$ cat config.mk
export PLATFORM = sky130hd
export DESIGN_NAME = alu_exec_stage
export DESIGN_NICKNAME = d
export VERILOG_FILES = /design/src/rtl/alu_exec_pkg.sv /design/src/rtl/alu_exec_datapath.sv /design/src/rtl/alu_exec_stage.sv
export SDC_FILE = /design/constraint.sdc
export NUM_CORES = 1
export LEC_CHECK = 0
export ABC_CLOCK_PERIOD_IN_PS = 4600
export BUFFER_PORTS_ARGS = -buffer_cell sky130_fd_sc_hd__buf_2
export CAP_MARGIN = 20
export CORE_MARGIN = 8
export CORE_UTILIZATION = 35
export CTS_CLUSTER_SIZE = 24
export DETAILED_ROUTE_END_ITERATION = 8
export PLACE_DENSITY = 0.54
export SLEW_MARGIN = 20
export SYNTH_ARGS = -nofsm -noshare
export SYNTH_HDL_FRONTEND = slang
export SYNTH_SLANG_ARGS = --single-unit
$ cat constraint.sdc
create_clock -name clk -period 4.6 [get_ports clk]
set_clock_uncertainty 0.1 [all_clocks]
set_input_delay 0.23 -clock clk [delete_from_list [all_inputs] [get_ports clk]]
set_output_delay 0.23 -clock clk [all_outputs]
set_load 0.02 [all_outputs]
$ cat src/rtl/alu_exec_pkg.sv
// Shared definitions for the ALU execute stage: control encodings from ALU
// control, and the occupancy states of the OUT/SKID result buffer.
package alu_exec_pkg;

    localparam int CTRL_ADD_WIDTH   = 2;
    localparam int CTRL_LOGIC_WIDTH = 3;

    // Adder uop controls (0 means "not an adder op")
    localparam logic [CTRL_ADD_WIDTH-1:0] CTRL_ADD  = 2'd1;
    localparam logic [CTRL_ADD_WIDTH-1:0] CTRL_SUB  = 2'd2;
    localparam logic [CTRL_ADD_WIDTH-1:0] CTRL_ADDI = 2'd3;

    // Logic uop controls (0 means "not a logic op")
    localparam logic [CTRL_LOGIC_WIDTH-1:0] CTRL_OR   = 3'd1;
    localparam logic [CTRL_LOGIC_WIDTH-1:0] CTRL_XOR  = 3'd2;
    localparam logic [CTRL_LOGIC_WIDTH-1:0] CTRL_AND  = 3'd3;
    localparam logic [CTRL_LOGIC_WIDTH-1:0] CTRL_ORI  = 3'd4;
    localparam logic [CTRL_LOGIC_WIDTH-1:0] CTRL_XORI = 3'd5;
    localparam logic [CTRL_LOGIC_WIDTH-1:0] CTRL_ANDI = 3'd6;

    // Buffer occupancy: nothing held, OUT full, OUT and SKID both full
    typedef enum logic [1:0] {
        ST_EMPTY = 2'd0,
        ST_ONE   = 2'd1,
        ST_TWO   = 2'd2
    } pipe_state_t;

endpackage

$ cat src/rtl/alu_exec_datapath.sv
// Combinational execute datapath: operand-B select, adder, bitwise logic,
// and the illegal/write-enable qualification of a single uop.
module alu_exec_datapath
    import alu_exec_pkg::*;
#(
    parameter int XLEN = 32,
    parameter int RD_W = 5
) (
    input  logic [CTRL_ADD_WIDTH-1:0]   ctrl_adder,
    input  logic                        uop_is_add,
    input  logic [CTRL_LOGIC_WIDTH-1:0] ctrl_logic,
    input  logic                        uop_is_logic,
    input  logic [XLEN-1:0]             op_a,
    input  logic [XLEN-1:0]             op_b,
    input  logic [XLEN-1:0]             imm,
    input  logic [RD_W-1:0]             rd,
    output logic [XLEN-1:0]             result,
    output logic                        we,
    output logic                        illegal
);

    logic                   use_imm;
    logic signed [XLEN-1:0] a_s;
    logic signed [XLEN-1:0] b_s;

    // Select operand B, compute the result; illegal uops yield zero and no write
    always_comb begin
        use_imm = (uop_is_add && (ctrl_adder == CTRL_ADDI)) ||
                  (uop_is_logic && ((ctrl_logic == CTRL_ORI) ||
                                    (ctrl_logic == CTRL_XORI) ||
                                    (ctrl_logic == CTRL_ANDI)));
        a_s     = op_a;
        b_s     = use_imm ? imm : op_b;
        illegal = ~(uop_is_add ^ uop_is_logic);
        result  = '0;
        if (!illegal) begin
            if (uop_is_add) begin
                case (ctrl_adder)
                    CTRL_ADD, CTRL_ADDI: result = a_s + b_s;
                    CTRL_SUB:            result = a_s - b_s;
                    default:             result = '0;
                endcase
            end else begin
                case (ctrl_logic)
                    CTRL_OR,  CTRL_ORI:  result = a_s | b_s;
                    CTRL_XOR, CTRL_XORI: result = a_s ^ b_s;
                    CTRL_AND, CTRL_ANDI: result = a_s & b_s;
                    default:             result = '0;
                endcase
            end
        end
        we = !illegal && (rd != '0);
    end

endmodule

$ cat src/rtl/alu_exec_stage.sv
// ALU execute stage: computes each uop's result once at accept, then holds it
// in a two-entry OUT/SKID buffer so in_ready is a pure register output.
module alu_exec_stage
    import alu_exec_pkg::*;
#(
    parameter int XLEN = 32,
    parameter int RD_W = 5
) (
    input  logic                        clk,
    input  logic                        reset_n,
    input  logic                        flush,
    input  logic                        in_valid,
    output logic                        in_ready,
    input  logic [CTRL_ADD_WIDTH-1:0]   ctrl_adder,
    input  logic                        uop_is_add,
    input  logic [CTRL_LOGIC_WIDTH-1:0] ctrl_logic,
    input  logic                        uop_is_logic,
    input  logic [XLEN-1:0]             op_a,
    input  logic [XLEN-1:0]             op_b,
    input  logic [XLEN-1:0]             imm,
    input  logic [RD_W-1:0]             rd,
    output logic                        out_valid,
    input  logic                        out_ready,
    output logic [XLEN-1:0]             out_result,
    output logic [RD_W-1:0]             out_rd,
    output logic                        out_we,
    output logic                        out_illegal
);

    pipe_state_t     state;
    logic            accept;
    logic            skid_load;

    logic [XLEN-1:0] calc_result;
    logic            calc_we;
    logic            calc_illegal;

    logic [XLEN-1:0] skid_result;
    logic [RD_W-1:0] skid_rd;
    logic            skid_we;
    logic            skid_illegal;

    alu_exec_datapath #(
        .XLEN (XLEN),
        .RD_W (RD_W)
    ) u_datapath (
        .ctrl_adder   (ctrl_adder),
        .uop_is_add   (uop_is_add),
        .ctrl_logic   (ctrl_logic),
        .uop_is_logic (uop_is_logic),
        .op_a         (op_a),
        .op_b         (op_b),
        .imm          (imm),
        .rd           (rd),
        .result       (calc_result),
        .we           (calc_we),
        .illegal      (calc_illegal)
    );

    assign accept    = in_valid && in_ready;
    assign skid_load = !flush && (state == ST_ONE) && accept && !out_ready;

    // Occupancy FSM with registered handshake outputs and the OUT entry;
    // flush overrides any simultaneous accept or output transfer
    always_ff @(posedge clk or negedge reset_n) begin
        if (!reset_n) begin
            state       <= ST_EMPTY;
            out_valid   <= 1'b0;
            in_ready    <= 1'b1;
            out_result  <= '0;
            out_rd      <= '0;
            out_we      <= 1'b0;
            out_illegal <= 1'b0;
        end else if (flush) begin
            state     <= ST_EMPTY;
            out_valid <= 1'b0;
            in_ready  <= 1'b1;
        end else begin
            case (state)
                ST_EMPTY: begin
                    if (accept) begin
                        state       <= ST_ONE;
                        out_valid   <= 1'b1;
                        out_result  <= calc_result;
                        out_rd      <= rd;
                        out_we      <= calc_we;
                        out_illegal <= calc_illegal;
                    end
                end
                ST_ONE: begin
                    if (accept && !out_ready) begin
                        state    <= ST_TWO;
                        in_ready <= 1'b0;
                    end else if (accept) begin
                        out_result  <= calc_result;
                        out_rd      <= rd;
                        out_we      <= calc_we;
                        out_illegal <= calc_illegal;
                    end else if (out_ready) begin
                        state     <= ST_EMPTY;
                        out_valid <= 1'b0;
                    end
                end
                ST_TWO: begin
                    if (out_ready) begin
                        state       <= ST_ONE;
                        in_ready    <= 1'b1;
                        out_result  <= skid_result;
                        out_rd      <= skid_rd;
                        out_we      <= skid_we;
                        out_illegal <= skid_illegal;
                    end
                end
                default: begin
                    state     <= ST_EMPTY;
                    out_valid <= 1'b0;
                    in_ready  <= 1'b1;
                end
            endcase
        end
    end

    // SKID entry captures the computed result of a uop arriving while OUT is stalled
    always_ff @(posedge clk) begin
        if (skid_load) begin
            skid_result  <= calc_result;
            skid_rd      <= rd;
            skid_we      <= calc_we;
            skid_illegal <= calc_illegal;
        end
    end

endmodule

# == After elaboration in Yosys (flattened, before gate mapping) ==
# Cells that the tools add are included.
# op_classes
n_addsub,2
n_eq_ne,23
n_mux,38
bitwise,6
reduce_logical,24
# ops
operator,count
two-way mux 32 bit,6
one-hot mux 32 bit (3 select lines),2
one-hot mux 32 bit (2 select lines),1
adder 32 bit,1
bitwise AND 32 bit,1
bitwise OR 32 bit,1
subtractor 32 bit,1
XOR 32 bit,1
two-way mux 5 bit,3
inequality test 3 bit (second input constant),5
one-hot mux 5 bit (3 select lines),1
two-way mux 1 bit,14
two-way mux 2 bit,6
one-hot mux 1 bit (3 select lines),4
== test 3 bit (second input constant),3
logical AND 1 bit,8
inequality test 2 bit (second input constant),4
inequality test 4 x 3 -> 1 bit (second input constant),2
AND reduction 4 bit,2
OR reduction 2 bit,4
== test 2 bit (second input constant),3
== test 3 x 2 -> 1 bit (second input constant),2
one-hot mux 2 bit (3 select lines),1
AND reduction 5 bit,1
other kinds (11),16
# word_totals
ff_bits,82
inputBits,113
output_inout_bits,41
wordCells,104

# == Depth between registers and ports, before layout ==
# Gate-level depths: netlist (run 1).
# logic_depth
depth_word,13
ltp_mapped,22
depth_no_buf,19

# == Hierarchy ==
# A second synthesis (run 1) with hierarchy kept.
# unflattened
hier_cells,935
hier_area_um2,8047.7
# modules_own_cells
module,n_inst,cells_each,area_per_inst_um2
alu_exec_datapath,1,702,4850.9
alu_exec_stage,1,233,3196.8

# == Worst setup path before layout (run 1) ==
# No wires, ideal clock.
# synth_path
path_type,input -> register
start,input uop_is_add
end,register out_result[31]
setup_ps,118
arrival_ps,4448
setup_slack_ps,-66
path_stages,19
path_buffers,4
cell_sequence,clkbuf_1 and3_1 a31oi_1 buf_2 buf_2 buf_2 mux2i_1 a21oi_1 xnor2_1 ha_1 a21o_1 a31oi_1 o21ai_0 a311o_1 or4_1 a41o_1 xnor2_1 o22ai_2 a21o_1
# synth_via
elab_chain_len,10
elab_cells_between_ends,16
classes_between,add/sub: 2; mux: 8; bitwise: 4; reduce/logical: 2
# synth_lines
element,line_no,rtl
start: declaration,alu_exec_stage.sv:15,"input logic uop_is_add,"
logical AND 1 bit,alu_exec_datapath.sv:28,use_imm = (uop_is_add && (ctrl_adder == CTRL_ADDI)) ||
logical OR 1 bit,alu_exec_datapath.sv:28,
two-way mux 32 bit,alu_exec_datapath.sv:33,b_s = use_imm ? imm : op_b;
"subtractor 32 bit, or another cell as far along",alu_exec_datapath.sv:40,CTRL_SUB: result = a_s - b_s;
one-hot mux 32 bit (2 select lines) / one-hot mux 32 bit (3 select lines) (equally long branches),"alu_exec_datapath.sv:38, alu_exec_datapath.sv:44",
two-way mux 32 bit,alu_exec_datapath.sv:37,if (uop_is_add) begin
two-way mux 32 bit *,alu_exec_datapath.sv:36,if (!illegal) begin
named net calc_result[31],alu_exec_stage.sv:34,logic [XLEN-1:0] calc_result;
two-way mux 32 bit *,"alu_exec_stage.sv:81, alu_exec_stage.sv:94",
two-way mux 32 bit,alu_exec_stage.sv:91,if (accept && !out_ready) begin
one-hot mux 32 bit (3 select lines) *,alu_exec_stage.sv:79,case (state)
end signal: assignment,alu_exec_stage.sv:84,out_result <= calc_result;
end signal: assignment,alu_exec_stage.sv:95,out_result <= calc_result;
end signal: assignment,alu_exec_stage.sv:108,out_result <= skid_result;
end: declaration,alu_exec_stage.sv:24,"output logic [XLEN-1:0] out_result,"
# Mark *: on every way through the listed nets, which the timed path passes. The rest lies on a longest branch. The select of a mux whose other input is x is not followed.
# A chain may end at the register's enable or synchronous reset.

# == Worst setup path after layout (run 1) ==
# layout_path
start,input op_b[3]
end,register out_result[31]
# layout_via
elab_chain_len,8
elab_cells_between_ends,9
classes_between,add/sub: 2; mux: 7
# layout_lines
element,line_no,rtl
start: declaration,alu_exec_stage.sv:19,"input logic [XLEN-1:0] op_b,"
two-way mux 32 bit *,alu_exec_datapath.sv:33,
subtractor 32 bit / adder 32 bit (equally long branches),"alu_exec_datapath.sv:40, alu_exec_datapath.sv:39",
one-hot mux 32 bit (2 select lines) *,alu_exec_datapath.sv:38,case (ctrl_adder)
two-way mux 32 bit *,alu_exec_datapath.sv:37,
two-way mux 32 bit *,alu_exec_datapath.sv:36,
named net calc_result[31],alu_exec_stage.sv:34,
two-way mux 32 bit *,"alu_exec_stage.sv:81, alu_exec_stage.sv:94",
two-way mux 32 bit,alu_exec_stage.sv:91,
one-hot mux 32 bit (3 select lines) *,alu_exec_stage.sv:79,
# Marks and branches as above.

==> results.py, run 1 <==
metrics = {
    "global_routing": {
        "grt_max_degree": 67,
        "antenna_found_initial": 3,
        "first_global_vias": 7805,
        "grtUsageTotal_pct": 18.5,
        "overflow": 0,
        "grt_pass1_wl_um": 42400,
    },
    "placed_design": {
        "place_hpwl_um": 21400,
        "gp_routability_congestion": 0.920,
        "numPortBuffers": 153,
    },
    "power": {
        "p_comb_share_pct": 44.7,
        "netSwitchingFraction_pct": 36.4,
        "p_seq_share_pct": 28.6,
        "irDropWorstVdd_uv": 169,
        "pwr-share-clk_pct": 26.8,
        "p_sw_mw": 1.18,
        "p_int_mw": 2.07,
        "p_per_area_mw_per_mm2": 314,
        "power.leakage_nw": 5.00,
    },
    "yosys": {
        "ys_seq_elements": 82,
        "synthCells": 997,
        "synth_top_family_by_area": "compound AO/OA/AOI/OAI gates",
        "synth-simple-area-share_pct": 18.8,
        "syn_nets": 1205,
        "synthXorXnorAreaFrac_pct": 5.59,
        "yosysSeqAreaShare_pct": 27.6,
        "yosysWarnings": 0,
        "syn-cell-area_mm2": 0.00815,
        "synth.mux.area_fraction_pct": 5.17,
        "synth_ff_type": "dfrtp_1",
        "ys_async_sr_fraction_pct": 52.4,
        "synthAdderAreaFrac_pct": 14.7,
        "synth.distinct_cells": 68,
        "synth_edf_count": 39,
        "syn_avg_cell_area_um2": 8.18,
        "synth_compound_area_share_pct": 22.4,
    },
    "floorplan": {
        "fp.coreArea_mm2": 0.0232,
        "die_w_um": 169,
        "pin_count": 154,
        "num_rows": 56,
        "die_y_um": 169,
        "start_util_pct": 35.1,
        "dieArea_mm2": 0.0284,
    },
    "routing": {
        "drc_errors": 0,
        "vias_per_cell": 5.17,
        "wire_per_inst_um": 17.5,
        "drt_iter0_drc": 499,
        "drtPass1Iterations": 7,
        "ant_nets": 0,
        "vias": 7979,
        "routed_wirelength_um": 27000,
    },
    "clocking": {
        "cts-buffers-inserted": 9,
        "cts.sinks": 82,
        "cts_tree": "built",
        "cts_root_buffer": "clkbuf_16",
        "cts.clk_slew.worst_paths_ns": 0.06,
        "insertion_delay_ns": 0.33,
        "clockBufferDepth": 2,
        "h-tree-depth": 3,
        "post_cts_buffers": 0,
    },
    "sta": {
        "setup_viol": 0,
        "period_share_pct": 95.6,
        "layout_min_cycle_time_ns": 4.40,
        "worst_pin_slew_ns": 0.972,
        "tns_ns": 0,
        "slew_viol_final": 0,
        "relSlewSlack_pct": 35.2,
        "fmax_mhz": 227,
        "hold_viol": 0,
    },
    "layout": {
        "layout_common_cells": "buf_2 (152), nand2_1 (126), buf_4 (107), ha_1 (94), nor2_1 (79)",
        "layout-area-overhead-vs-synth_pct": 27.3,
        "fin_util_pct": 44.7,
        "nets": 1428,
        "diodes": 0,
        "seq_area_mm2": 0.00225,
        "layout_commonest_cell": "buf_2",
        "multiInputGateArea_mm2": 0.00549,
        "drive_gt1_share_pct": 24.2,
        "fill_cells": 2362,
    },
    "critical_path": {
        "crit_arrival_ns": 4.52,
        "endpoint_kind": "flip-flop",
        "crit_type": "in -> reg",
        "cp_max_fo": 3,
        "crit_family": "simple AND/OR/NAND/NOR gates",
        "max_stage_delay_ns": 0.57,
        "cp_cell_sequence": "buf_2 > or4_4 > nand4b_4 > or4_4 > a211oi_4 > nand3_1 > o21ai_1 > xnor2_1 > ha_1 > o21ai_0 > o21bai_1 > a21o_1 > a21o_1 > or4_1 > a41o_1 > xnor2_1 > o22ai_2 > a21o_1",
        "path_common_cell": "a21o_1",
        "crit_required_ns": 4.72,
        "slowest_stage": "or4_1",
        "start_kind": "primary input",
        "path_buf_inv": 1,
    },
    "job": {
        "drv_cap": 0,
    },
    "outcome": {
        "status": "finished clean",
    },
    "min_path": {
        "min_path_type": "in -> reg",
    },
}
[path summary, 6_finish.rpt]
kind                                start             end  slack (ns)  cells after the start
max reg2reg                      in_ready  out_result[19]        1.69                      8
max                               op_b[3]  out_result[31]        0.20                     18
min in group asynchronous         reset_n   out_result[4]        0.35                      2
max in group asynchronous         reset_n  out_result[23]        3.64                      2
min                                 rd[4]      skid_rd[4]        0.02                      1
min reg2reg                out_result[15]  out_result[15]        0.37                      2
[final cells by class]
class / instances / area share, %
Multi-Input combinational cell: 793 / 52.9
Clock inverter: 7 / 1.35
Inverter: 72 / 2.60
Tap cell: 319 / 3.85
Timing Repair Buffer: 262 / 15.5
Sequential cell: 82 / 21.7
Clock buffer: 9 / 2.17
[sequential cells by signal (all words and copies together), names as in the netlist, 2 cells and up]
signal and count:
out_rd 5, state 2, skid_result 32, out_result 32
skid_rd 5
[synth_stat cells, drive strengths merged, types with 16 or more instances]
library cell,count,area (um^2)
a31oi,21,131
xnor2,47,412
nor2,81,304
dfrtp,42,1050
nand3,17,85.1
edfxtp,39,1170
mux2i,41,410
a21oi,53,265
a22oi,16,120
clkbuf,37,139
nand2,126,473
o21ai,77,385
ha,94,1180
inv,71,267
and3,18,113
nor3,27,135
[power groups by stage]
stage,Sequential (mW),Combinational (mW),Clock [mW]
3_3_place_gp,0.943,1.43,0
5_1_grt,0.942,1.61,0.915
4_1_cts,0.931,1.45,0.890
6_report,0.930,1.46,0.872
3_5_place_dp,0.945,1.44,0
2_1_floorplan,1.04,0.784,0
[routing by layer]
metal | vias to the layer above | GRT usage (%) | part of all wire [%]
met3 | 20 | 3.21 | 5.3
met2 | 226 | 28.2 | 42
met1 | 3694 | 27.1 | 51
li1 | 4033 | - | -
met5 | - | 0 | 0.13
met4 | 6 | 3.34 | 0.72
[logic make-up (layout without fill, tap and decap cells)]
group / Yosys count / count (layout)
AOI/OAI and AO/OA: 276 / 276
adders and majority gates: 95 / 95
and+or+nand+nor: 328 / 328
xor gates and xnor gates: 52 / 52
buffers and inverters: 122 / 350
DFF: 82 / 82
muxes: 42 / 42
[through the flow]
stage / total power, mW / setup WS (ns) / cells / instance area, um^2 / hold WS [ns]
after CTS: 3.27 / 0.0393 / 1542 / 10300 / 0.00261
after detailed placement: 2.38 / -0.271 / 1525 / 9940 / 0.345
after global routing: 3.47 / -0.0163 / 1544 / 10400 / 0.0157
final: 3.26 / 0.203 / 1544 / 10400 / 0.0169
after global placement: 2.37 / -0.230 / 1525 / 9940 / 0.348
after floorplan: 1.83 / 0.0522 / 997 / 8160 / -0.166
[repair_timing]
action                                 in CTS  in global routing
setup endpoints to repair                   0                 11
resized for setup                           0                  8
hold buffers                                1                  1
endpoints found under the hold margin       1                 42
Power figures use the tool's default switching activity.
==> inputs of run 2 (changes only) <==
--- a/config.mk
+++ b/config.mk
@@ -6,13 +6,13 @@
 export NUM_CORES = 1
 export LEC_CHECK = 0
 export ABC_CLOCK_PERIOD_IN_PS = 4600
-export BUFFER_PORTS_ARGS = -buffer_cell sky130_fd_sc_hd__buf_2
+export BUFFER_PORTS_ARGS = -buffer_cell sky130_fd_sc_hd__clkbuf_2
 export CAP_MARGIN = 20
 export CORE_MARGIN = 8
-export CORE_UTILIZATION = 35
+export CORE_UTILIZATION = 55
 export CTS_CLUSTER_SIZE = 24
 export DETAILED_ROUTE_END_ITERATION = 8
-export PLACE_DENSITY = 0.54
+export PLACE_DENSITY = 0.78
 export SLEW_MARGIN = 20
 export SYNTH_ARGS = -nofsm -noshare
 export SYNTH_HDL_FRONTEND = slang
==> results.py, run 2 (same netlist as run 1, synthesis figures left out) <==
metrics = {
    "critical_path": {
        "slowest_stage": "or4_1",
        "max_stage_delay_ns": 0.58,
        "cp-startpoint": "op_b[3]",
        "start_kind": "primary input",
        "r2r_cells": 8,
        "endpoint_kind": "flip-flop",
        "crit_type": "in -> reg",
        "rr_startpoint": "in_ready",
        "worstReg2RegEnd": "out_result[22]",
        "crit_arrival_ns": 4.51,
        "regToRegSetupSlack_ns": 1.77,
        "crit_required_ns": 4.72,
        "path_common_cell": "a21o_1",
        "cp_max_fo": 3,
        "cp-endpoint": "out_result[31]",
        "cp_cell_sequence": "clkbuf_2 > or4_4 > nand4b_4 > or4_4 > a211oi_4 > nand3_1 > o21ai_1 > xnor2_1 > ha_1 > o21ai_0 > o21bai_1 > a21o_1 > a21o_1 > or4_1 > a41o_1 > xnor2_1 > o22ai_2 > a21o_1",
    },
    "routing": {
        "drc_errors": 0,
        "routed_wirelength_um": 24800,
        "drt_iter0_drc": 789,
        "wire_per_inst_um": 17.6,
        "vias": 8181,
        "vias_per_cell": 5.81,
        "drtPass1Iterations": 6,
        "ant_nets": 0,
    },
    "clocking": {
        "cts.clk_slew.worst_paths_ns": 0.06,
        "cts.sinks": 82,
        "cts_tree": "built",
        "post_cts_buffers": 0,
        "cts_root_buffer": "clkbuf_16",
        "insertion_delay_ns": 0.33,
        "h-tree-depth": 3,
        "clockBufferDepth": 2,
        "cts-buffers-inserted": 9,
    },
    "power": {
        "p_per_area_mw_per_mm2": 304,
        "p_int_mw": 1.91,
        "p_comb_share_pct": 46.9,
        "p_sw_mw": 1.16,
        "netSwitchingFraction_pct": 37.9,
        "p_seq_share_pct": 30.4,
        "power.leakage_nw": 4.96,
        "pwr-share-clk_pct": 22.7,
        "total_power_mw": 3.07,
        "irDropWorstVdd_uv": 264,
    },
    "floorplan": {
        "num_rows": 44,
        "die_w_um": 138,
        "start_util_pct": 56.1,
        "die_y_um": 138,
        "fp.coreArea_mm2": 0.0145,
        "pin_count": 154,
        "dieArea_mm2": 0.0190,
    },
    "min_path": {
        "min_path_type": "in -> reg",
        "hold_depth": 1,
    },
    "sta": {
        "setup_viol": 0,
        "layout_min_cycle_time_ns": 4.39,
        "worst_pin_slew_ns": 1.03,
        "fmax_mhz": 228,
        "tns_ns": 0,
        "relSlewSlack_pct": 31.3,
        "period_share_pct": 95.5,
        "rsz0062_at_grt": "false",
        "slew_viol_final": 0,
        "hold_viol": 0,
        "fin_ws_ns": 0.208,
    },
    "layout": {
        "reg_top3": "out_result (32), skid_result (32)",
        "nets": 1426,
        "layout_common_cells": "clkbuf_2 (153), nand2_1 (126), buf_4 (106), ha_1 (94), nor2_1 (79)",
        "layout-area-overhead-vs-synth_pct": 23.9,
        "fill_cells": 1227,
        "diodes": 0,
        "layout_commonest_cell": "clkbuf_2",
        "drive_gt1_share_pct": 24.0,
    },
    "placed_design": {
        "place_ws_ns": -0.234,
        "place_hpwl_um": 19900,
        "numPortBuffers": 153,
        "gp_routability_congestion": 0.930,
    },
    "global_routing": {
        "first_global_vias": 7903,
        "grt_pass1_wl_um": 39100,
        "grtUsageTotal_pct": 25.7,
        "grt_max_degree": 67,
        "antenna_found_initial": 0,
        "overflow": 0,
    },
    "outcome": {
        "status": "finished clean",
    },
    "job": {
        "drv_cap": 0,
    },
}
[run 2: changes by cell type in the layout (fill, tap and decap cells not counted), moves of 2 or more]
cell        previous run  this run
clkbuf_1               0         3
buf_2                152         0
bufinv_16              4         1
clkinvlp_4             1         3
clkbuf_2               0       153
[run 2: critical path: cells and delay by family]
| kind | cells | cell delay (ns) |
|---|---|---|
| simple gates | 5 | 1.95 |
| buf+inv | 1 | 0.09 |
| xor+xnor | 2 | 0.32 |
| compound gates | 9 | 1.66 |
| fa+ha+maj | 1 | 0.26 |
[run 2: per-layer routing]
metal / vias up / share of wire (%) / track usage, %
met5: - / 0 / 0
met4: 0 / 1.3 / 5.79
met3: 20 / 8.6 / 4.45
met2: 339 / 44 / 41.0
met1: 3788 / 46 / 35.6
li1: 4034 / - / -
[run 2: metrics by stage]
step | hold WS (ns) | util, % | cell area, um^2 | cells
2_1_floorplan | -0.166 | - | 8160 | 997
3_3_place_gp | 0.245 | 67.2 | 9770 | 1390
3_5_place_dp | 0.250 | 67.2 | 9770 | 1390
4_1_cts | 0.00899 | 69.3 | 10100 | 1407
5_1_grt | 0.00969 | 69.5 | 10100 | 1407
6_report | 0.0173 | 69.5 | 10100 | 1407
[run 2: how the worst min path moves through the flow]
stage,startpoint,to,slack (ns)
6_report,rd[3],skid_rd[3],0.02
5_1_grt,rd[3],skid_rd[3],0.01
4_1_cts,rd[1],skid_rd[1],0.009
3_5_place_dp,reset_n,out_rd[4],0.25
3_3_place_gp,reset_n,out_rd[4],0.24
2_1_floorplan,reset_n,out_illegal,-0.17
[run 2: area by class of cell]
cell class / count / area, um^2 / area share [%]
Multi-Input combinational cell: 793 / 5490 / 54.3
Inverter: 72 / 270 / 2.68
Tap cell: 184 / 230 / 2.28
Sequential cell: 82 / 2250 / 22.3
Clock buffer: 12 / 236 / 2.34
Timing Repair Buffer: 260 / 1570 / 15.6
Clock inverter: 4 / 52.6 / 0.521
[run 2: what timing repair did]
item                                   in CTS  in global routing
endpoints found under the hold margin      42                  0
setup endpoints to repair                   0                 13
gates resized for setup                     0                  7
hold buffers                                1                  0
[run 2: power groups by stage]
stage | Sequential [mW] | Clock [mW] | Combinational [mW]
6_report | 0.934 | 0.696 | 1.44
5_1_grt | 0.947 | 0.730 | 1.58
4_1_cts | 0.933 | 0.702 | 1.42
3_5_place_dp | 0.946 | 0 | 1.42
3_3_place_gp | 0.943 | 0 | 1.39
2_1_floorplan | 1.04 | 0 | 0.784
==> inputs of run 3 (changes only) <==
--- a/config.mk
+++ b/config.mk
@@ -9,10 +9,10 @@
 export BUFFER_PORTS_ARGS = -buffer_cell sky130_fd_sc_hd__clkbuf_2
 export CAP_MARGIN = 20
 export CORE_MARGIN = 8
-export CORE_UTILIZATION = 55
+export CORE_UTILIZATION = 45
 export CTS_CLUSTER_SIZE = 24
 export DETAILED_ROUTE_END_ITERATION = 8
-export PLACE_DENSITY = 0.78
+export PLACE_DENSITY = 0.66
 export SLEW_MARGIN = 20
 export SYNTH_ARGS = -nofsm -noshare
 export SYNTH_HDL_FRONTEND = slang
==> results.py, run 3 (same netlist as run 1, synthesis figures left out) <==
metrics = {
    "outcome": {
        "status": "finished clean",
    },
    "routing": {
        "routed_wirelength_um": 25500,
        "met1_length_um": 12200,
        "drc_errors": 0,
        "route.met2.wl_um": 11000,
        "vias_per_cell": 5.59,
        "wire_per_inst_um": 17.6,
        "vias": 8099,
        "wl_met3_um": 2040,
        "top_layer_used": "met4",
        "drtPass1Iterations": 5,
        "drt_iter0_drc": 520,
        "ant_nets": 0,
    },
    "critical_path": {
        "crit_arrival_ns": 4.52,
        "cp-startpoint": "op_b[3]",
        "crit_family": "simple AND/OR/NAND/NOR gates",
        "crit_type": "in -> reg",
        "regToRegSetupSlack_ns": 1.78,
        "path_common_cell": "a21o_1",
        "cp-endpoint": "out_result[31]",
        "max_stage_delay_ns": 0.57,
        "cp_max_fo": 3,
        "path_buf_inv": 1,
        "endpoint_kind": "flip-flop",
        "start_kind": "primary input",
        "slowest_stage": "or4_1",
        "rr_startpoint": "in_ready",
        "crit_cells": 18,
        "crit_required_ns": 4.73,
        "cp_cell_sequence": "clkbuf_2 > or4_4 > nand4b_4 > or4_4 > a211oi_4 > nand3_1 > o21ai_1 > xnor2_1 > ha_1 > o21ai_0 > o21bai_1 > a21o_1 > a21o_1 > or4_1 > a41o_1 > xnor2_1 > o22ai_2 > a21o_1",
        "r2r_cells": 8,
        "worstReg2RegEnd": "out_result[20]",
    },
    "layout": {
        "layout_commonest_cell": "clkbuf_2",
        "seq_area_mm2": 0.00225,
        "nets": 1423,
        "finalNonFillerCells": 1449,
        "multiInputGateArea_mm2": 0.00549,
        "fill_cells": 1669,
        "layout_common_cells": "clkbuf_2 (153), nand2_1 (126), buf_4 (102), ha_1 (94), nor2_1 (79)",
        "drive_gt1_share_pct": 24.0,
        "layout-area-overhead-vs-synth_pct": 24.8,
        "fin_util_pct": 57.0,
        "reg_top3": "out_result (32), skid_result (32)",
        "diodes": 0,
    },
    "floorplan": {
        "pin_count": 154,
        "fp.coreArea_mm2": 0.0178,
        "start_util_pct": 45.7,
        "dieArea_mm2": 0.0227,
        "die_w_um": 151,
        "num_rows": 49,
        "die_y_um": 151,
    },
    "global_routing": {
        "grt_pass1_wl_um": 41200,
        "antenna_found_initial": 0,
        "grtUsageTotal_pct": 22.6,
        "first_global_vias": 7953,
        "overflow": 0,
        "grt_max_degree": 67,
    },
    "sta": {
        "hold_viol": 0,
        "worst_pin_slew_ns": 1.07,
        "fin_ws_ns": 0.215,
        "layout_min_cycle_time_ns": 4.39,
        "rsz0062_at_grt": "false",
        "fmax_mhz": 228,
        "period_share_pct": 95.3,
        "slew_viol_final": 0,
        "setup_viol": 0,
        "relSlewSlack_pct": 28.6,
        "hold_slack_ns": 0.0164,
    },
    "power": {
        "p_per_area_mw_per_mm2": 308,
        "irDropWorstVdd_uv": 291,
        "power.leakage_nw": 4.98,
        "total_power_mw": 3.14,
    },
    "placed_design": {
        "place_ws_ns": -0.177,
        "gp_routability_congestion": 0.949,
        "numPortBuffers": 153,
        "place_hpwl_um": 20300,
        "dp.cells": 1432,
    },
    "clocking": {
        "h-tree-depth": 3,
        "cts-buffers-inserted": 9,
        "cts.sinks": 82,
        "clockBufferDepth": 2,
        "cts.clk_slew.worst_paths_ns": 0.06,
        "insertion_delay_ns": 0.34,
        "cts_tree": "built",
        "cts_root_buffer": "clkbuf_16",
    },
    "job": {
        "drv_cap": 0,
    },
    "min_path": {
        "min_path_type": "in -> reg",
    },
}
==> run 3: cell count changes in the layout (fill, tap and decap cells not counted), sizes merged <==
cell      before  now
buf          106  103
clkinvlp       3    1
clkbuf       165  162
bufinv         1    2
clkinv         1    5
==> run 3: power breakdown <==
group          internal, mW  switching (mW)  total (mW)
Sequential            0.874          0.0594       0.934
Clock                 0.474           0.289       0.763
Combinational         0.611           0.829        1.44
==> run 3: worst min path at each step <==
stage	startpoint	end	slack [ns]	cells past startpoint
finish	rd[0]	skid_rd[0]	0.02	1
global route	rd[1]	skid_rd[1]	0.008	1
global placement	reset_n	out_result[7]	0.25	2
detailed placement	reset_n	out_result[7]	0.25	2
CTS	rd[1]	skid_rd[1]	0.006	1
floorplan	reset_n	out_illegal	-0.17	0
==> run 3: per-stage QoR <==
stage / instance area (um^2) / setup TNS (ns)
2_1_floorplan: 8160 / 0
3_3_place_gp: 9810 / -0.661
3_5_place_dp: 9810 / -0.981
4_1_cts: 10100 / 0
5_1_grt: 10200 / 0
6_report: 10200 / 0
==> run 3: timing repair <==
| action | CTS | global route |
|---|---|---|
| buffers inserted | 0 | 0 |
| hold buffers | 1 | 0 |
| setup endpoints to repair | 0 | 14 |
| resized for setup | 0 | 7 |
| hold endpoints to repair | 42 | 0 |
==> run 3: cell type report <==
class | instances | area share, %
clock buffers | 9 | 2.21
multi-input cells | 793 | 53.9
flip-flops and latches | 82 | 22.1
repair buffers | 257 | 15.3
well taps | 229 | 2.82
inverters | 72 | 2.66
clock inverters | 7 | 0.922
==> run 3: layer usage <==
| layer | global-route usage (%) | vias to the layer above |
|---|---|---|
| met5 | 0 | - |
| met4 | 5.05 | 0 |
| met3 | 4.21 | 24 |
| met2 | 35.2 | 306 |
| met1 | 31.8 | 3736 |
| li1 | - | 4033 |
